`src/rtl/sdrc_page_split.sv`:
```
// Purpose : splits one SDR-word request into sub-requests that never cross an SDRAM row.
// Latency : req_ack and the first sub-request both appear in the cycle after req_valid is sampled in IDLE.
// Backpr. : sub_* hold stable while sub_ack is low; req_valid is only sampled in IDLE.
//
// Ports:
//   clk, reset              sole rising-edge clock, synchronous active-high reset
//   cfg_colbits             column bits select 00=8 .. 11=11, static while busy
//   req_valid/req_ack       upstream request, ack is a one-cycle pulse on capture
//   req_addr/len/wr_n/...   request start (SDR words), word count (0 = no access), direction, DMA-last
//   sub_req/sub_ack         downstream sub-request valid, accepted on sub_ack
//   sub_addr/len/wr_n/...   chunk start, chunk word count, direction, last-of-request, DMA-last
module sdrc_page_split #(
    parameter int APP_AW = 30,
    parameter int APP_RW = 9
) (
    input  logic              clk,
    input  logic              reset,
    input  logic [1:0]        cfg_colbits,
    input  logic              req_valid,
    input  logic [APP_AW:0]   req_addr,
    input  logic [APP_RW-1:0] req_len,
    input  logic              req_wr_n,
    input  logic              req_dma_last,
    output logic              req_ack,
    output logic              sub_req,
    output logic [APP_AW:0]   sub_addr,
    output logic [APP_RW-1:0] sub_len,
    output logic              sub_wr_n,
    output logic              sub_last,
    output logic              sub_dma_last,
    input  logic              sub_ack
);

    localparam int AW1 = APP_AW + 1;
    // Length arithmetic width: wide enough for the 12-bit room value and for rem_len.
    localparam int LW  = (APP_RW > 12) ? APP_RW : 12;

    typedef enum logic [0:0] {
        S_IDLE  = 1'b0,
        S_ISSUE = 1'b1
    } state_t;

    state_t            r_state;
    state_t            w_state_nxt;
    logic [APP_AW:0]   r_cur_addr;
    logic [APP_RW-1:0] r_rem_len;
    logic              r_wr_n;
    logic              r_dma_last;
    logic              r_req_ack;

    logic [3:0]        w_colw;
    logic [11:0]       w_span;
    logic [11:0]       w_col;
    logic [11:0]       w_room;
    logic [LW-1:0]     w_rem_ext;
    logic [LW-1:0]     w_room_ext;
    logic [LW-1:0]     w_len_ext;
    logic [APP_RW-1:0] w_len;
    logic              w_last;
    logic              w_capture;

    // Chunk sizing: room left in the current row, clipped by the words still owed.
    always_comb begin
        w_colw     = 4'd8 + {2'b00, cfg_colbits};
        w_span     = 12'd1 << w_colw;
        w_col      = {1'b0, r_cur_addr[10:0]} & (w_span - 12'd1);
        w_room     = w_span - w_col;
        w_rem_ext  = LW'(r_rem_len);
        w_room_ext = LW'(w_room);
        w_last     = (w_rem_ext <= w_room_ext);
        w_len_ext  = w_last ? w_rem_ext : w_room_ext;
        // Never exceeds rem_len, so the truncation is lossless.
        w_len      = w_len_ext[APP_RW-1:0];
    end

    assign w_capture = (r_state == S_IDLE) && req_valid && (req_len != '0);

    // State register
    always_ff @(posedge clk) begin
        if (reset) begin
            r_state <= S_IDLE;
        end else begin
            r_state <= w_state_nxt;
        end
    end

    // Next-state logic
    always_comb begin
        w_state_nxt = r_state;
        case (r_state)
            S_IDLE: begin
                if (w_capture) begin
                    w_state_nxt = S_ISSUE;
                end
            end
            S_ISSUE: begin
                if (sub_ack && w_last) begin
                    w_state_nxt = S_IDLE;
                end
            end
            default: w_state_nxt = S_IDLE;
        endcase
    end

    // Request datapath and ack pulse
    always_ff @(posedge clk) begin
        if (reset) begin
            r_cur_addr <= '0;
            r_rem_len  <= '0;
            r_wr_n     <= 1'b0;
            r_dma_last <= 1'b0;
            r_req_ack  <= 1'b0;
        end else begin
            // A zero-length request is acknowledged but never enters ISSUE.
            r_req_ack <= (r_state == S_IDLE) && req_valid;
            if (w_capture) begin
                r_cur_addr <= req_addr;
                r_rem_len  <= req_len;
                r_wr_n     <= req_wr_n;
                r_dma_last <= req_dma_last;
            end else if ((r_state == S_ISSUE) && sub_ack) begin
                // Row carry propagates naturally; wraps modulo 2^(APP_AW+1).
                r_cur_addr <= r_cur_addr + AW1'(w_len);
                r_rem_len  <= r_rem_len - w_len;
            end
        end
    end

    // Outputs: sub-request fields are forced to zero outside ISSUE.
    always_comb begin
        req_ack      = r_req_ack;
        sub_req      = 1'b0;
        sub_addr     = '0;
        sub_len      = '0;
        sub_wr_n     = 1'b0;
        sub_last     = 1'b0;
        sub_dma_last = 1'b0;
        if (r_state == S_ISSUE) begin
            sub_req      = 1'b1;
            sub_addr     = r_cur_addr;
            sub_len      = w_len;
            sub_wr_n     = r_wr_n;
            sub_last     = w_last;
            sub_dma_last = r_dma_last && w_last;
        end
    end

endmodule

```
`config.mk`:
```
export PLATFORM = sky130hd
export DESIGN_NAME = sdrc_page_split
export DESIGN_NICKNAME = d
export VERILOG_FILES = /design/src/rtl/sdrc_page_split.sv
export SDC_FILE = /design/constraint.sdc
export NUM_CORES = 1
export LEC_CHECK = 0
export ABC_AREA = 1
export BUFFER_PORTS_ARGS = -buffer_cell sky130_fd_sc_hd__buf_4
export CAP_MARGIN = 20
export CORE_ASPECT_RATIO = 1.1
export CORE_MARGIN = 3
export CORE_UTILIZATION = 40
export CTS_CLUSTER_DIAMETER = 50
export DETAILED_ROUTE_END_ITERATION = 8
export GPL_TIMING_DRIVEN = 0
export MAX_ROUTING_LAYER = met4
export PLACE_DENSITY_LB_ADDON = 0.1
export SETUP_SLACK_MARGIN = 0.15
export SYNTH_ARGS = -nofsm -noshare
export SYNTH_HDL_FRONTEND = slang
export SYNTH_SLANG_ARGS = --single-unit
```
`constraint.sdc`:
```
create_clock -name clk -period 4.4 [get_ports clk]
set_clock_uncertainty 0.1 [all_clocks]
set_input_delay 0.44 -clock clk [delete_from_list [all_inputs] [get_ports clk]]
set_output_delay 0.44 -clock clk [all_outputs]
set_load 0.05 [all_outputs]
```
==> results of run 1 <==
==> cell type report <==
cell class | instances | area share, %
well taps | 120 | 2.734
clock buffers | 6 | 1.504
inverters | 116 | 8.020
multi-input cells | 502 | 53.77
repair buffers | 109 | 15.22
clock inverters | 2 | 0.1823
flip-flops and latches | 44 | 16.34
plain buffers | 23 | 2.233
==> synthesized netlist by cell type (all sizes together) <==
cell | n | area share [%]
nand3 | 27 | 3.5
or2 | 1 | 0.15
nor4 | 2 | 0.30
a21oi | 47 | 5.9
nor3b | 1 | 0.18
a21o | 3 | 0.55
a22o | 1 | 0.21
xor2 | 20 | 4.2
dfxtp | 44 | 21
nor2 | 74 | 7.9
nor3 | 13 | 1.8
a221oi | 6 | 1.3
inv | 116 | 11
o211ai | 1 | 0.18
fa | 2 | 0.97
o22ai | 2 | 0.30
nand4 | 9 | 1.4
o21ai | 48 | 6.5
xnor2 | 4 | 0.85
o221ai | 2 | 0.42
nand2 | 196 | 18
buf | 9 | 1.5
clkbuf | 14 | 1.3
ha | 28 | 8.5
a31oi | 15 | 2.3
==> power groups by stage <==
stage	clock network, mW	registers, mW	logic [mW]
after floorplan	0	0.471	0.415
after global placement	0	0.480	0.572
after detailed placement	0	0.481	0.582
after CTS	0.286	0.473	0.600
after global routing	0.301	0.483	0.743
final	0.285	0.478	0.675
==> timing repair <==
item                       4_1_cts  5_1_grt
setup endpoints to repair       27       26
hold endpoints to repair         0        0
pin swaps                        2       23
buffers inserted                 4       13
gates resized for setup         19       60
hold buffers                     0        0
cloned                           0        1
==> stage by stage <==
| step | cells | hold WS, ns | area, sq um | setup WS, ns | setup TNS, ns |
|---|---|---|---|---|---|
| finish | 922 | 0.2739 | 5492 | 0.2831 | 0 |
| global route | 922 | 0.2939 | 5492 | 0.04605 | 0 |
| CTS | 908 | 0.2808 | 5154 | 0.1599 | 0 |
| detailed placement | 896 | 0.3853 | 4965 | -0.4483 | -5.051 |
| global placement | 896 | 0.3632 | 4965 | -0.3658 | -3.467 |
| floorplan | 685 | 0.3549 | 4131 | 0.3751 | 0 |
==> flip-flops by register name (all words and copies together) (netlist names) <==
name / count
r_cur_addr: 31
r_dma_last: 1
req_ack: 1
r_wr_n: 1
r_rem_len: 9
r_state: 1
==> routing by layer <==
metal | vias to the layer above | routed length (um)
met2 | 174 | 7289
li1 | 2414 | -
met1 | 2181 | 5809
met3 | 28 | 813
met5 | - | 0
met4 | 0 | 381
==> path summary, 6_finish.rpt <==
path	depth (start not counted)	to	slack (ns)
worst max register to register	29	r_cur_addr[24]	0.28
worst min-delay path	3	req_ack	0.27
worst max-delay path	29	r_cur_addr[24]	0.28
worst min register to register	2	r_wr_n	0.40
==> worst max-delay path: cells and delay by family, from the launching register on <==
family / cells / cell delay, ns
AND/OR/NAND/NOR: 15 / 1.33
adder cells (fa/ha/maj): 4 / 1.04
AO/OA/AOI/OAI: 5 / 0.54
flip-flops: 1 / 0.38
buffers and inverters: 3 / 0.33
XOR/XNOR: 2 / 0.32
==> kinds of logic (layout without fill, tap and decap cells) <==
group | count (synthesis) | in the layout | synth area share, %
buffers and inverters | 139 | 256 | 13.33
xor gates and xnor gates | 24 | 24 | 5.088
adders and majority gates | 30 | 30 | 9.449
and+or+nand+nor | 323 | 323 | 33.19
AOI/OAI and AO/OA | 125 | 125 | 17.63
DFF | 44 | 44 | 21.32
==> results.txt, run 1 <==
run status - finished, final reports clean
Synth Register Bits - 44
Via-to-Cell Ratio - 5.203
DPL Wire Length - 11050 um
Int Power - 815.3 uW
Layout Nets - 879
syn_nets - 763
global-route wire length before repair - 21810 um
Detailed Route Iter0 Violations - 304
worst min-delay path class - input pin to flip-flop
Worst Path Required - 4.54 ns
final core utilization - 55.00%
Root Buffer - clkbuf_8
cell count after synthesis - 685
Crit. Startpoint - r_cur_addr[1]
CP arrival - 4.26 ns
drt first pass iters - 5
Hold Crit Start - req_valid
DIE AREA - 11590 sq um
leak pwr - 2.742 nW
Placeable Area - 9985 sq um
RR Startpoint - r_cur_addr[1]
WL final - 14290 um
clock transition at the registers of the reported paths - 0.09 ns
Power Density - 261.7 nW/um^2
pin count of the biggest net entering global routing - 14
post-synthesis sequential area ratio - 21.32%
clk_lat worst skew - 0.31 ns
Syn Std Cell Area - 4131 sq um
Final Hold Viols - 0
CP max-delay cell - fa_2
Tot GR Track Use - 24.61%
max frequency - 242.9 MHz
H-tree depth - 2
Worst Path Max Fanout - 5
Tmin final - 4.117 ns
global routing usage on met2 - 41.38%
measured slew at the worst slew-check pin - 0.7107 ns
area occupied by multi-input gates - 2953 sq um
YS warnings - 0
crit-path most repeated cell - nand2_2
Rows - 38
antenna cell count - 0
Crit. End Element - flip-flop
CTS tree - built
Seq pwr share - 33.2%
fillers - 992
Sw Ratio - 43.27%
area growth from synthesis to layout - 32.92%
vias in the first global route - 4425
effective utilization at floorplan - 41.38%
Wirelength per Cell - 15.50 um
critical path's largest stage delay - 0.40 ns
grt met1 use - 31.22%
synthesized area per cell - 6.031 sq um
P_sw - 621.8 uW
TritonCTS Buffers - 5
combinational power share - 46.9%
synth unique cells - 36
critical path launch point type - flip-flop
period utilisation layout - 93.57%
CTS max path bufs - 2
PortBufs - 91
Max Cap Violations - 0
GRT overflow - 0
Slew headroom - 52.62%
# IOs - 93
# setup viols final - 0
Tot Pwr - 1.437 mW
worst setup path category - flip-flop to flip-flop
antenna-violating nets left - 0
grt met3 use - 2.300%
maximum VDD drop - 0.0001606 V
DIE HEIGHT - 112.6 um
DRC Markers - 0
layout cell share with drive strength beyond 1 - 27.68%
Final Max Tran Viols - 0
initial antenna violation count - 0
Horiz. Die Dim - 102.9 um
clock power share - 19.8%
sequential cell area - 897.1 sq um
leading cell type in the layout, fill and taps excluded - nand2_1
RSZ-0062 raised after global routing - yes
most frequent cells in the layout - nand2_1 (184), buf_4 (108), inv_1 (95)
Most Crowded Layer GR - met2
Final GP Congestion - 0.9279
vias - 4797
CTS Sinks - 44
Note: power is estimated with default switching activity, not from simulation.
==> run 2: changes to the inputs <==
--- a/config.mk
+++ b/config.mk
@@ -8,7 +8,6 @@
 export ABC_AREA = 1
 export BUFFER_PORTS_ARGS = -buffer_cell sky130_fd_sc_hd__buf_4
 export CAP_MARGIN = 20
-export CORE_ASPECT_RATIO = 1.1
 export CORE_MARGIN = 3
 export CORE_UTILIZATION = 40
 export CTS_CLUSTER_DIAMETER = 50
==> results.txt, run 2 (synthesized netlist as in run 1, its figures left out) <==
vias - 4766 (was 4797)
Final GP Congestion - 0.9421 (was 0.9279)
leak pwr - 2.819 nW (was 2.742 nW)
DIE HEIGHT - 107.6 um (was 112.6 um)
Final Hold Viols - 0 (unchanged)
Horiz. Die Dim - 107.6 um (was 102.9 um)
P_sw - 648.7 uW (was 621.8 uW)
Power Density - 272.3 nW/um^2 (was 261.7 nW/um^2)
leading cell type in the layout, fill and taps excluded - nand2_1 (unchanged)
DIE AREA - 11580 sq um (was 11590 sq um)
DP Area - 4981 sq um (was 4965 sq um)
Root Buffer - clkbuf_8 (unchanged)
GRT overflow - 0 (unchanged)
most frequent cells in the layout - nand2_1 (179), buf_4 (110), inv_1 (97) (was nand2_1 (184), buf_4 (108), inv_1 (95))
worst setup path category - flip-flop to flip-flop (unchanged)
CTS tree - built (unchanged)
PortBufs - 91 (unchanged)
RR Startpoint - r_cur_addr[0] (was r_cur_addr[1])
Sw Ratio - 41.48% (was 43.27%)
clock power share - 23.3% (was 19.8%)
worst min-delay path class - input pin to flip-flop (unchanged)
effective utilization at floorplan - 41.69% (was 41.38%)
area growth from synthesis to layout - 39.01% (was 32.92%)
maximum VDD drop - 0.0001779 V (was 0.0001606 V)
H-tree depth - 2 (unchanged)
Setup WS post-layout - 0.2952 ns (was 0.2831 ns)
max frequency - 243.6 MHz (was 242.9 MHz)
Layout Nets - 884 (was 879)
Via-to-Cell Ratio - 5.070 (was 5.203)
combinational power share - 46.0% (was 46.9%)
RSZ-0062 raised after global routing - yes (unchanged)
initial antenna violation count - 0 (unchanged)
largest registers - r_cur_addr: 31 flops, r_rem_len: 9 flops (unchanged)
antenna cell count - 0 (unchanged)
Max Cap Violations - 0 (unchanged)
fillers - 1009 (was 992)
Worst Path Max Fanout - 4 (was 5)
Tot Pwr - 1.564 mW (was 1.437 mW)
Tmin final - 4.105 ns (was 4.117 ns)
DP Worst Slack - -0.4089 ns (was -0.4483 ns)
DRC Markers - 0 (unchanged)
Hold Crit Start - req_valid (unchanged)
period utilisation layout - 93.29% (was 93.57%)
reg2reg path depth - 27 (was 29)
clock transition at the registers of the reported paths - 0.09 ns (about the same)
pin count of the biggest net entering global routing - 14 (unchanged)
critical path launch point type - flip-flop (unchanged)
# IOs - 93 (unchanged)
measured slew at the worst slew-check pin - 0.8298 ns (was 0.7107 ns)
TritonCTS Buffers - 5 (unchanged)
Placeable Area - 9910 sq um (was 9985 sq um)
Final Max Tran Viols - 0 (unchanged)
Detailed Route Iter0 Violations - 271 (was 304)
Seq pwr share - 30.7% (was 33.2%)
hold depth - 3 (unchanged)
sequential cell area - 895.9 sq um (was 897.1 sq um)
Rows - 36 (was 38)
final core utilization - 57.95% (was 55.00%)
final cell count without fillers - 940 (was 922)
placed insts - 909 (was 896)
Crit. End Element - flip-flop (unchanged)
vias in the first global route - 4480 (was 4425)
Worst R2R Setup Slack - 0.30 ns (was 0.28 ns)
reg-to-reg endpoint - r_rem_len[8] (was r_cur_addr[24])
Int Power - 915.2 uW (was 815.3 uW)
max reg flops - 31 (unchanged)
clk_lat worst skew - 0.31 ns (about the same)
layout cell share with drive strength beyond 1 - 29.12% (was 27.68%)
WL final - 15110 um (was 14290 um)
Worst Path Required - 4.53 ns (was 4.54 ns)
Final Cell Area - 5743 sq um (was 5492 sq um)
Wirelength per Cell - 16.08 um (was 15.50 um)
Hold Path End - req_ack (unchanged)
DPL Wire Length - 11370 um (was 11050 um)
run status - finished, final reports clean (unchanged)
global-route wire length before repair - 22820 um (was 21810 um)
Slew headroom - 44.68% (was 52.62%)
antenna-violating nets left - 0 (unchanged)
CTS Sinks - 44 (unchanged)
drt first pass iters - 5 (unchanged)
CP arrival - 4.24 ns (was 4.26 ns)
most flop-heavy register - r_cur_addr (unchanged)
Tot GR Track Use - 26.23% (was 24.61%)
CTS max path bufs - 2 (unchanged)
# setup viols final - 0 (unchanged)
area occupied by multi-input gates - 3084 sq um (was 2953 sq um)
## run 2: cell count changes in the layout (fill, tap and decap cells not counted), moves of 3 or more
cell | before | now
ha_4 | 5 | 10
nand2_1 | 184 | 179
o21ai_2 | 7 | 2
ha_1 | 22 | 18
o21ai_4 | 2 | 6
nand2_2 | 10 | 13
nor2_2 | 15 | 12
## run 2: timing repair
item,4_1_cts,5_1_grt
gates resized for setup,15,78
endpoints found under the setup margin,19,27
buffers inserted,5,16
pin swaps,3,28
cloned,0,2
hold buffers,0,0
## run 2: metal layers
layer | up-vias | part of all wire (%) | GRT usage (%)
met5 | - | 0 | -
met4 | 0 | 2.5 | 8.566
met3 | 25 | 4.4 | 2.939
met2 | 121 | 49 | 44.18
met1 | 2201 | 44 | 32.86
li1 | 2419 | - | -
## run 2: power groups by stage
stage | Clock (mW) | Sequential, mW | Combinational, mW
3_5_place_dp | 0 | 0.481 | 0.582
4_1_cts | 0.369 | 0.472 | 0.593
2_1_floorplan | 0 | 0.471 | 0.415
6_report | 0.364 | 0.481 | 0.719
3_3_place_gp | 0 | 0.481 | 0.573
5_1_grt | 0.381 | 0.487 | 0.794
## run 2: how the worst max path moves through the flow
stage / slack (ns) / endpoint / startpoint
after floorplan: 0.38 / r_cur_addr[20] / r_cur_addr[0]
after global placement: -0.45 / r_cur_addr[24] / r_cur_addr[0]
after detailed placement: -0.41 / r_cur_addr[24] / r_cur_addr[0]
after CTS: 0.14 / r_cur_addr[24] / r_cur_addr[1]
after global routing: 0.06 / r_rem_len[7] / r_cur_addr[4]
final: 0.30 / r_rem_len[8] / r_cur_addr[0]
## run 2: area by class of cell
type | instances | area share, %
sequential | 44 | 15.60
inverter | 116 | 7.669
clock buffer | 7 | 1.678
multi-input combinational | 502 | 53.70
timing repair buffer | 114 | 15.80
buffer | 23 | 2.135
tap | 133 | 2.898
clock inverter | 1 | 0.5229
## run 2: stage by stage
| step | setup TNS, ns | hold slack (ns) |
|---|---|---|
| 6_report | 0 | 0.2787 |
| 5_1_grt | 0 | 0.2780 |
| 4_1_cts | 0 | 0.2715 |
| 3_5_place_dp | -3.839 | 0.3747 |
| 3_3_place_gp | -3.989 | 0.3688 |
| 2_1_floorplan | 0 | 0.3549 |
## run 2: worst max-delay path, cell delays in order, from the launching register on
cell and delay, ns:
dfxtp_4 0.38, inv_4 0.07, ha_4 0.14, nand3_4 0.09, nor2_4 0.13, nand2_4 0.07
xor2_4 0.19, ha_4 0.28, nand2_4 0.05, nor2_4 0.08, nand2_1 0.06, nand2_1 0.08
a21oi_2 0.05, nor2_2 0.14, nand2_4 0.11, clkbuf_16 0.18, o21ai_4 0.17, buf_4 0.15
ha_1 0.13, inv_1 0.06, fa_1 0.42, a31oi_2 0.24, nor3_1 0.08, nor2_1 0.18
inv_1 0.06, nand3_1 0.08, nand3_1 0.09, a21oi_1 0.19
